==> config.mk <==
export PLATFORM = sky130hd
export DESIGN_NAME = vga_sync_rx
export DESIGN_NICKNAME = d
export VERILOG_FILES = /design/src/rtl/vga_sync_rx.sv
export SDC_FILE = /design/constraint.sdc
export NUM_CORES = 1
export LEC_CHECK = 0
export CAP_MARGIN = 10
export CORE_ASPECT_RATIO = 1.1
export CORE_MARGIN = 2
export CORE_UTILIZATION = 35
export DETAILED_ROUTE_END_ITERATION = 10
export GPL_TIMING_DRIVEN = 0
export SKIP_LAST_GASP = 1
export SLEW_MARGIN = 30
export SYNTH_ARGS = -nofsm -noshare
export SYNTH_HDL_FRONTEND = slang
export SYNTH_SLANG_ARGS = --single-unit
==> constraint.sdc <==
create_clock -name px_clk -period 8.3 [get_ports px_clk]
set_clock_uncertainty 0.15 [all_clocks]
set_input_delay 2.49 -clock px_clk [delete_from_list [all_inputs] [get_ports px_clk]]
set_output_delay 2.49 -clock px_clk [all_outputs]
set_load 0.01 [all_outputs]
==> src/rtl/vga_sync_rx.sv <==
// Receive-side video timing recovery: pixel coordinates, line/frame geometry measurement
// and a lock indicator for a stream of active-low hsync/vsync plus an active-video strobe.
module vga_sync_rx #(
   parameter int unsigned LOCK_FRAMES = 2
) (
   input  logic       px_clk,
   input  logic       resetn,
   input  logic       hsync_in,
   input  logic       vsync_in,
   input  logic       de_in,
   output logic [9:0] x_px,
   output logic [9:0] y_px,
   output logic       pixel_valid,
   output logic [9:0] h_total,
   output logic [9:0] h_active,
   output logic [9:0] v_total,
   output logic [9:0] v_active,
   output logic       locked,
   output logic       frame_start
);

   typedef enum logic [1:0] {StSearch, StTrack, StLocked} state_e;

   localparam logic [9:0] CntMax  = 10'd1023;
   localparam logic [3:0] LockCnt = 4'(LOCK_FRAMES);

   state_e      state_q;
   logic        hs_q, vs_q, de_q, hs_qq, vs_qq, de_qq;
   logic [9:0]  hcnt_q, pcnt_q, vact_q, first_len_q, first_run_q;
   logic [10:0] vcnt_q;
   logic        first_len_vld_q, first_run_vld_q, frame_bad_q, prev_valid_q;
   logic [3:0]  match_cnt_q;

   logic        hs_fall, vs_fall, de_rise, de_fall, hs_lost, v_lost;
   logic [10:0] line_len_w;
   logic [9:0]  line_len;
   logic [10:0] vcnt_nx;
   logic [9:0]  vact_nx, first_len_nx, first_run_nx, v_total_nx;
   logic        first_len_vld_nx, first_run_vld_nx, bad_nx;
   logic        tuple_eq, frame_ok;
   logic [3:0]  match_inc;

   // The *_nx values are the frame accumulators including this cycle's events but before any
   // vs_fall clear, so a coincident hs_fall/de_fall still belongs to the ending frame.
   always_comb begin
      hs_fall    = hs_qq & ~hs_q;
      vs_fall    = vs_qq & ~vs_q;
      de_rise    = de_q & ~de_qq;
      de_fall    = de_qq & ~de_q;
      hs_lost    = (hcnt_q == CntMax);
      v_lost     = vcnt_q[10];
      line_len_w = {1'b0, hcnt_q} + 11'd1;
      line_len   = line_len_w[10] ? CntMax : line_len_w[9:0];

      vcnt_nx          = vcnt_q;
      vact_nx          = vact_q;
      first_len_nx     = first_len_q;
      first_len_vld_nx = first_len_vld_q;
      first_run_nx     = first_run_q;
      first_run_vld_nx = first_run_vld_q;
      bad_nx           = frame_bad_q;

      if (hs_fall) begin
         if (!vcnt_q[10]) vcnt_nx = vcnt_q + 11'd1;
         if (first_len_vld_q) begin
            if (line_len != first_len_q) bad_nx = 1'b1;
         end else begin
            first_len_nx     = line_len;
            first_len_vld_nx = 1'b1;
         end
      end

      if (de_fall) begin
         if (vact_q != CntMax) vact_nx = vact_q + 10'd1;
         if (first_run_vld_q) begin
            if (pcnt_q != first_run_q) bad_nx = 1'b1;
         end else begin
            first_run_nx     = pcnt_q;
            first_run_vld_nx = 1'b1;
         end
      end

      v_total_nx = vcnt_nx[10] ? CntMax : vcnt_nx[9:0];
      tuple_eq   = (first_len_nx == h_total) && (first_run_nx == h_active) &&
                   (v_total_nx == v_total) && (vact_nx == v_active);
      frame_ok   = prev_valid_q && tuple_eq && !bad_nx;
      match_inc  = match_cnt_q + 4'd1;
   end

   always_ff @(posedge px_clk) begin
      if (!resetn) begin
         hs_q            <= 1'b1;
         vs_q            <= 1'b1;
         de_q            <= 1'b0;
         hs_qq           <= 1'b1;
         vs_qq           <= 1'b1;
         de_qq           <= 1'b0;
         hcnt_q          <= '0;
         pcnt_q          <= '0;
         vcnt_q          <= '0;
         vact_q          <= '0;
         first_len_q     <= '0;
         first_run_q     <= '0;
         first_len_vld_q <= 1'b0;
         first_run_vld_q <= 1'b0;
         frame_bad_q     <= 1'b0;
         state_q         <= StSearch;
         match_cnt_q     <= '0;
         prev_valid_q    <= 1'b0;
         x_px            <= '0;
         y_px            <= '0;
         pixel_valid     <= 1'b0;
         h_total         <= '0;
         h_active        <= '0;
         v_total         <= '0;
         v_active        <= '0;
         locked          <= 1'b0;
         frame_start     <= 1'b0;
      end else begin
         {hs_q, vs_q, de_q}    <= {hsync_in, vsync_in, de_in};
         {hs_qq, vs_qq, de_qq} <= {hs_q, vs_q, de_q};

         if (hs_fall)      hcnt_q <= '0;
         else if (!hs_lost) hcnt_q <= hcnt_q + 10'd1;

         if (de_rise)                        pcnt_q <= 10'd1;
         else if (de_q && pcnt_q != CntMax) pcnt_q <= pcnt_q + 10'd1;

         if (vs_fall) begin
            vcnt_q          <= '0;
            vact_q          <= '0;
            first_len_q     <= '0;
            first_run_q     <= '0;
            first_len_vld_q <= 1'b0;
            first_run_vld_q <= 1'b0;
            frame_bad_q     <= 1'b0;
         end else begin
            vcnt_q          <= vcnt_nx;
            vact_q          <= vact_nx;
            first_len_q     <= first_len_nx;
            first_run_q     <= first_run_nx;
            first_len_vld_q <= first_len_vld_nx;
            first_run_vld_q <= first_run_vld_nx;
            frame_bad_q     <= bad_nx;
         end

         frame_start <= vs_fall;
         pixel_valid <= de_q && (state_q != StSearch);
         if (de_q && (state_q != StSearch)) begin
            x_px <= de_rise ? 10'd0 : pcnt_q;
            y_px <= vs_fall ? 10'd0 : vact_q;
         end else begin
            x_px <= '0;
            y_px <= '0;
         end

         case (state_q)
            StSearch: begin
               if (vs_fall) begin
                  state_q      <= StTrack;
                  match_cnt_q  <= '0;
                  prev_valid_q <= 1'b0;
               end
            end
            StTrack: begin
               if (vs_fall) begin
                  h_total      <= first_len_nx;
                  h_active     <= first_run_nx;
                  v_total      <= v_total_nx;
                  v_active     <= vact_nx;
                  prev_valid_q <= 1'b1;
                  if (frame_ok) begin
                     match_cnt_q <= match_inc;
                     if (match_inc >= LockCnt) begin
                        state_q <= StLocked;
                        locked  <= 1'b1;
                     end
                  end else begin
                     match_cnt_q <= '0;
                  end
               end
            end
            StLocked: begin
               if (vs_fall) begin
                  h_total  <= first_len_nx;
                  h_active <= first_run_nx;
                  v_total  <= v_total_nx;
                  v_active <= vact_nx;
                  if (!frame_ok) begin
                     state_q     <= StTrack;
                     match_cnt_q <= '0;
                     locked      <= 1'b0;
                  end
               end
            end
            default: state_q <= StSearch;
         endcase

         // Loss of sync overrides everything; the latched measurements are kept.
         if (hs_lost || v_lost) begin
            state_q      <= StSearch;
            match_cnt_q  <= '0;
            prev_valid_q <= 1'b0;
            locked       <= 1'b0;
            frame_start  <= 1'b0;
            pixel_valid  <= 1'b0;
            x_px         <= '0;
            y_px         <= '0;
         end
      end
   end

endmodule

==> impl_results.md, run 1 <==
* CORE AREA at ~20000 sq um
* TritonCTS clock tree: yes
* DIE AREA at 21900 sq um
* Synthesized area per cell at a little over 8 sq um
* Min-Delay Path Depth at 2
* Clk root buf: clkbuf_16
* Register area share after synthesis at roughly two fifths
* FMAX at ~220 MHz
* Post-CTS setup buffers at 0
* Layout cells sized above 1 at 4.50%
* Die H at about 150 microns
* TritonRoute pass-1 iters at 5
* Post-synthesis cell type count at 70
* Leakage power at roughly 3.1 nW
* Multi-input logic area at between 4000 and 5000 sq um
* CTS sink count at 140
* Largest net degree at the start of global routing at 17
* Clock Path Buffers at 2
* Cts hold-fix bufs at 0
* Std-Cell Rows at 55
* Global-route wire length before repair at around 35 mm
* Gr ovfl total at 0
* Setup ws final at 3.81 ns
* Initial antenna violation count at 0
* Max_slew headroom at a little under half
* Setup_tns at 0 ns
* Antenna Cells at 0
* Pre-CTS WS at approximately 3.4 ns
* Synthesized area at a little over 7000 sq um
* CP required at ~8.5 ns
* Maximum fanout along the worst path at 10
* Post-synth top area cell: dfxtp_1
* CTS buffer count at 17
* Peak VDD IR at between 0.1 and 0.15 mV
* Final worst path period need at between 4 and 5 ns
* Synth Flop Type: dfxtp_1
* Final cycle utilization of the critical path at between 50% and 60%
* Post-CTS resize count at 0
* Placed cells at about 1200
* WL per Instance at between 15 and 20 microns
* Hold Violations, Final at 0
* Antenna Nets Post-Route at 0
* Fin cells at around 1200
* Post-DP HPWL at 16.2 mm
* Finished Core Util at 43.1%
* GP Congestion at 0.895
* Syn Nets at 895
* Data arrival, critical path at between 4 and 5 ns
* Syn-to-layout area delta at 21.5%
* Mapped Cells at approximately 880
* Setup crit start kind: primary input
* Via density at approximately 5.6
* Setup crit end kind: flop
* RSZ-0062 raised after global routing: false
* PD cells at 178 nW/um^2
* Async set-reset flop share out of synthesis at 0%
* Largest register FFs at 11
* Flops & latches, synth at between 100 and 150
* Reg2reg path depth at 12
* Max_cap viols at 0
* Yosys warnings at 0
* IO Count at roughly 70
* HP Class: reg2reg
* Total GRT Usage at 20.1%
* # nets final at 980
* Final Setup Violations at 0
* EDFF count, synth at 0
* Most flop-heavy register: vcnt_q
* Skew-Pair Late Insertion Delay at around 0.43 ns
* Placed instance area at ~8000 sq um
* Fillers at between 2000 and 2500
* Outcome: completed
* Vias post-DR at 6885
* Residual DRC at 0
* Clock slew at reported path FFs at about 0.060 ns
* H-tree depth at 4
* Drt total wl at 21.9 mm
* Final instance area at 8810 sq um
* Worst Max-Slew Pin Slew at around 0.80 ns
* Initial core utilization at between 30% and 40%
* Slew Limit Fails at 0
* Detailed router's first-iteration violation count at between 500 and 600
* Die Wd at between 100 and 150 microns
* Reg area at between 2000 and 3000 sq um
* Most area-consuming cells after synthesis: dfxtp_1 (39%), nor2_1 (6.6%), xor2_1 (4.1%)
* Vias in the first global route at ~6400
* # port buffers at 66
* Critical path type: in2reg
* Synth top area share at between 30% and 40%
-- layout by cell type, fill, tap and decap left out, drive strengths merged, types with 23 or more instances in the layout --
| cell | synthesis | layout |
|---|---|---|
| nand2 | 42 | 42 |
| a21oi | 46 | 46 |
| and3 | 29 | 29 |
| clkbuf | 54 | 73 |
| nor2 | 127 | 127 |
| xor2 | 34 | 34 |
| inv | 17 | 23 |
| nand3 | 30 | 30 |
| dfxtp | 140 | 140 |
| clkdlybuf4s50 | 0 | 66 |
| a211oi | 27 | 27 |
| xnor2 | 28 | 28 |
| o21ai | 35 | 35 |
| nor3 | 23 | 23 |
-- logic make-up after synthesis --
logic type                 count (synthesis)  share of synthesized area, %
AOI/OAI and AO/OA                        196                          18.2
xor gates and xnor gates                  63                          7.80
adders and majority gates                 11                          1.90
buffers and inverters                     75                          3.92
DFF                                      140                          38.6
muxes                                     18                          2.52
and+or+nand+nor                          376                          27.0
-- per-layer routing --
layer	share of wire [%]	vias to the layer above	routed length, microns	global-route usage, %
li1	-	3371	-	-
met1	47	3282	10400	27.1
met2	46	204	10100	33.0
met3	4.9	28	1070	3.72
met4	2.0	0	430	5.71
met5	0	-	0	0
-- final timing paths --
kind / from / slack (ns) / end
max reg2reg: hcnt_q[4] / 4.07 / state_q[1]
min reg2reg: match_cnt_q[3] / 0.32 / match_cnt_q[3]
min: match_cnt_q[3] / 0.32 / match_cnt_q[3]
max: resetn / 3.81 / match_cnt_q[2]
-- area by class of cell --
cell class / count / area share, %
Tap cell: 256 / 3.63
Clock inverter: 13 / 1.49
Sequential cell: 140 / 31.8
Buffer: 57 / 2.46
Timing Repair Buffer: 66 / 7.50
Inverter: 18 / 0.767
Clock buffer: 19 / 5.03
Multi-Input combinational cell: 664 / 47.3
-- cell usage after synthesis, types with 8 or more instances --
library cell,count
a31oi_1,14
or3_1,12
o21ai_0,32
nor4_1,15
and3_1,29
clkbuf_1,54
ha_1,11
or4_1,8
nand2b_1,18
nor2b_1,9
nand3_1,30
a211oi_1,27
mux2i_1,16
dfxtp_1,140
inv_1,17
a21oi_1,46
nand2_1,42
o211ai_1,8
nand4_1,19
xor2_1,34
xnor2_1,28
nor2_1,127
nor3b_1,8
nor3_1,23
-- critical path, stage by stage --
cell	delay, ns
clkbuf_1	0.45
clkinv_1	0.44
nor3_2	0.65
nand4b_1	0.22
nor3b_1	0.23
o21ai_0	0.09
nand3_1	0.11
-- power breakdown --
part	total [mW]	switching, mW	internal [mW]
clock network	0.752	0.325	0.427
registers	0.697	0.0153	0.682
logic	0.115	0.0701	0.0449
total	1.56	0.410	1.15
-- stage by stage --
stage               hold slack (ns)  power (mW)
floorplan                     0.275       0.783
global placement              0.309       0.824
detailed placement            0.302       0.825
CTS                           0.322        1.57
global route                  0.357        1.62
finish                        0.321        1.56
No activity file was read; power rests on OpenSTA's default activity.
==> run 2: changes to the inputs <==
clock period = 4.3 ns   (was 8.3 ns; I/O delays follow)
==> impl_results.md, run 2 (same netlist as run 1, synthesis figures left out) <==
* Antenna Nets Post-Route at 0 (unchanged)
* Final cycle utilization of the critical path at 92.4%
* Initial antenna violation count at 0 (unchanged)
* RR Endpoint: state_q[0] (was state_q[1])
* CORE AREA at 20400 sq um (unchanged)
* Reg2Reg Setup Slack at 0.33 ns (was 4.07 ns)
* Clock Path Buffers at 2 (unchanged)
* Post-DP HPWL at 16.2 mm (unchanged)
* Initial core utilization at 35.5% (unchanged)
* Outcome: completed (unchanged)
* Setup ws final at 0.327 ns (was 3.81 ns)
* Hold Violations, Final at 0 (unchanged)
* CP required at 4.46 ns (was 8.52 ns)
* DIE AREA at 21900 sq um (unchanged)
* Most frequent cells in the layout: dfxtp_1 (140), nor2_1 (127), clkdlybuf4s50_1 (66) (unchanged)
* Std-Cell Rows at 55 (unchanged)
* Via density at 5.61 (was 5.58)
* WL per Instance at 17.8 microns (about the same)
* Drt total wl at 21.9 mm (about the same)
* Min-Delay Path Depth at 2 (unchanged)
* TritonRoute pass-1 iters at 5 (unchanged)
* PD cells at 342 nW/um^2 (was 178 nW/um^2)
* Reg2reg path depth at 10 (was 12)
* Critical path type: reg2reg (was in2reg)
* Skew-Pair Late Insertion Delay at 0.43 ns (about the same)
* Global-route wire length before repair at 34.6 mm (unchanged)
* Die H at 155 microns (unchanged)
* Largest net degree at the start of global routing at 17 (unchanged)
* Syn-to-layout area delta at 21.8% (was 21.5%)
* IO Count at 68 (unchanged)
* Data arrival, critical path at 4.14 ns (was 4.70 ns)
* Die Wd at 141 microns (unchanged)
* Worst Hold End: match_cnt_q[3] (unchanged)
* Cts hold-fix bufs at 0 (unchanged)
* Peak VDD IR at 0.255 mV (was 0.133 mV)
* Hold wc startpoint: match_cnt_q[3] (unchanged)
* Worst setup startpoint: de_qq (was resetn)
* Largest register FFs at 11 (unchanged)
* Final Setup Violations at 0 (unchanged)
* Total GRT Usage at 20.1% (unchanged)
* Worst Max-Slew Pin Slew at 0.832 ns (was 0.796 ns)
* CTS buffer count at 17 (unchanged)
* Post-CTS setup buffers at 0 (unchanged)
* Residual DRC at 0 (unchanged)
* H-tree depth at 4 (unchanged)
* Final worst path period need at about 4.0 ns
* Fin Hold WS at 0.321 ns (about the same)
* Clk root buf: clkbuf_16 (unchanged)
* Post-CTS resize count at 0 (unchanged)
* # port buffers at 66 (unchanged)
* Slew Limit Fails at 0 (unchanged)
* Maximum fanout along the worst path at 10 (unchanged)
* FMAX at approximately 250 MHz
* HP Class: reg2reg (unchanged)
* Gr ovfl total at 0 (unchanged)
* Fillers at 2059 (was 2063)
* Setup_tns at 0 ns (unchanged)
* Finished Core Util at 43.2% (was 43.1%)
* Antenna Cells at 0 (unchanged)
* CTS sink count at 140 (unchanged)
* Max_slew headroom at 44.5% (was 46.9%)
* Most flop-heavy register: vcnt_q (unchanged)
* # nets final at 980 (unchanged)
* Detailed router's first-iteration violation count at 602 (was 565)
* RSZ-0062 raised after global routing: false (unchanged)
* Setup crit start kind: flop (was primary input)
* Layout cells sized above 1 at 4.71% (was 4.50%)
* Most common cell after layout, fill and taps aside: dfxtp_1 (unchanged)
* Worst reg2reg path startpoint: de_qq (was hcnt_q[4])
* Vias in the first global route at 6365 (unchanged)
* Final Power at 3.02 mW (was 1.56 mW)
* Max_cap viols at 0 (unchanged)
* TritonCTS clock tree: yes (unchanged)
* Vias post-DR at 6918 (was 6885)
* GP Congestion at 0.895 (unchanged)
* Pre-CTS WS at 0.127 ns (was 3.38 ns)
* Setup crit end kind: flop (unchanged)
* Clock slew at reported path FFs at 0.07 ns (was 0.06 ns)
* Leakage power at 3.12 nW (was 3.11 nW)
run 2: worst max-delay path, cell delays in order, from the launching register on:
cell and delay (ns):
dfxtp_1 0.42, nor3b_2 0.25, clkbuf_4 0.29, mux2i_1 0.32
o2bb2ai_1 0.13, or4_1 0.50, or4_1 0.53, or4_1 0.55
nor4_2 0.41, nand3_1 0.11, and3b_1 0.18
run 2: per-layer routing:
layer | GRT usage (%) | vias up | routed length [microns]
met4 | 5.71 | 0 | 472
met2 | 33.0 | 216 | 10000
met3 | 3.72 | 34 | 1140
met5 | 0 | - | 0
met1 | 27.1 | 3296 | 10300
li1 | - | 3372 | -
run 2: cell type report:
| type | count | area [sq um] | area share, % |
|---|---|---|---|
| multi-input combinational | 664 | 4190 | 47.4 |
| sequential | 140 | 2800 | 31.7 |
| timing repair buffer | 66 | 661 | 7.48 |
| clock buffer | 19 | 443 | 5.02 |
| tap | 256 | 320 | 3.63 |
| buffer | 57 | 220 | 2.49 |
| clock inverter | 13 | 131 | 1.49 |
| inverter | 18 | 67.6 | 0.765 |
run 2: worst max path at each step:
stage                             to  slack (ns)  cells past startpoint
after floorplan           state_q[0]        0.69                     10
after global placement    state_q[1]        0.13                     12
after detailed placement  state_q[1]        0.13                     12
after CTS                 state_q[1]        0.08                     12
after global routing      state_q[0]        0.06                     10
final                     state_q[0]        0.33                     10
run 2: through the flow:
| stage | std cells | instance area, sq um |
|---|---|---|
| CTS | 1233 | 8810 |
| finish | 1233 | 8830 |
| floorplan | 879 | 7250 |
| global placement | 1201 | 8230 |
| global route | 1233 | 8830 |
| detailed placement | 1201 | 8240 |
run 2: power by group:
group          internal [mW]  switching [mW]  total (mW)
Combinational         0.0874           0.137       0.225
Sequential              1.32          0.0294        1.35
Clock                  0.825           0.626        1.45
==> run 3: changes to the inputs <==
HOLD_SLACK_MARGIN = 0.15   (was not set)
==> results of run 3 <==
Final layout, timing and power as in run 2 (identical DEF).
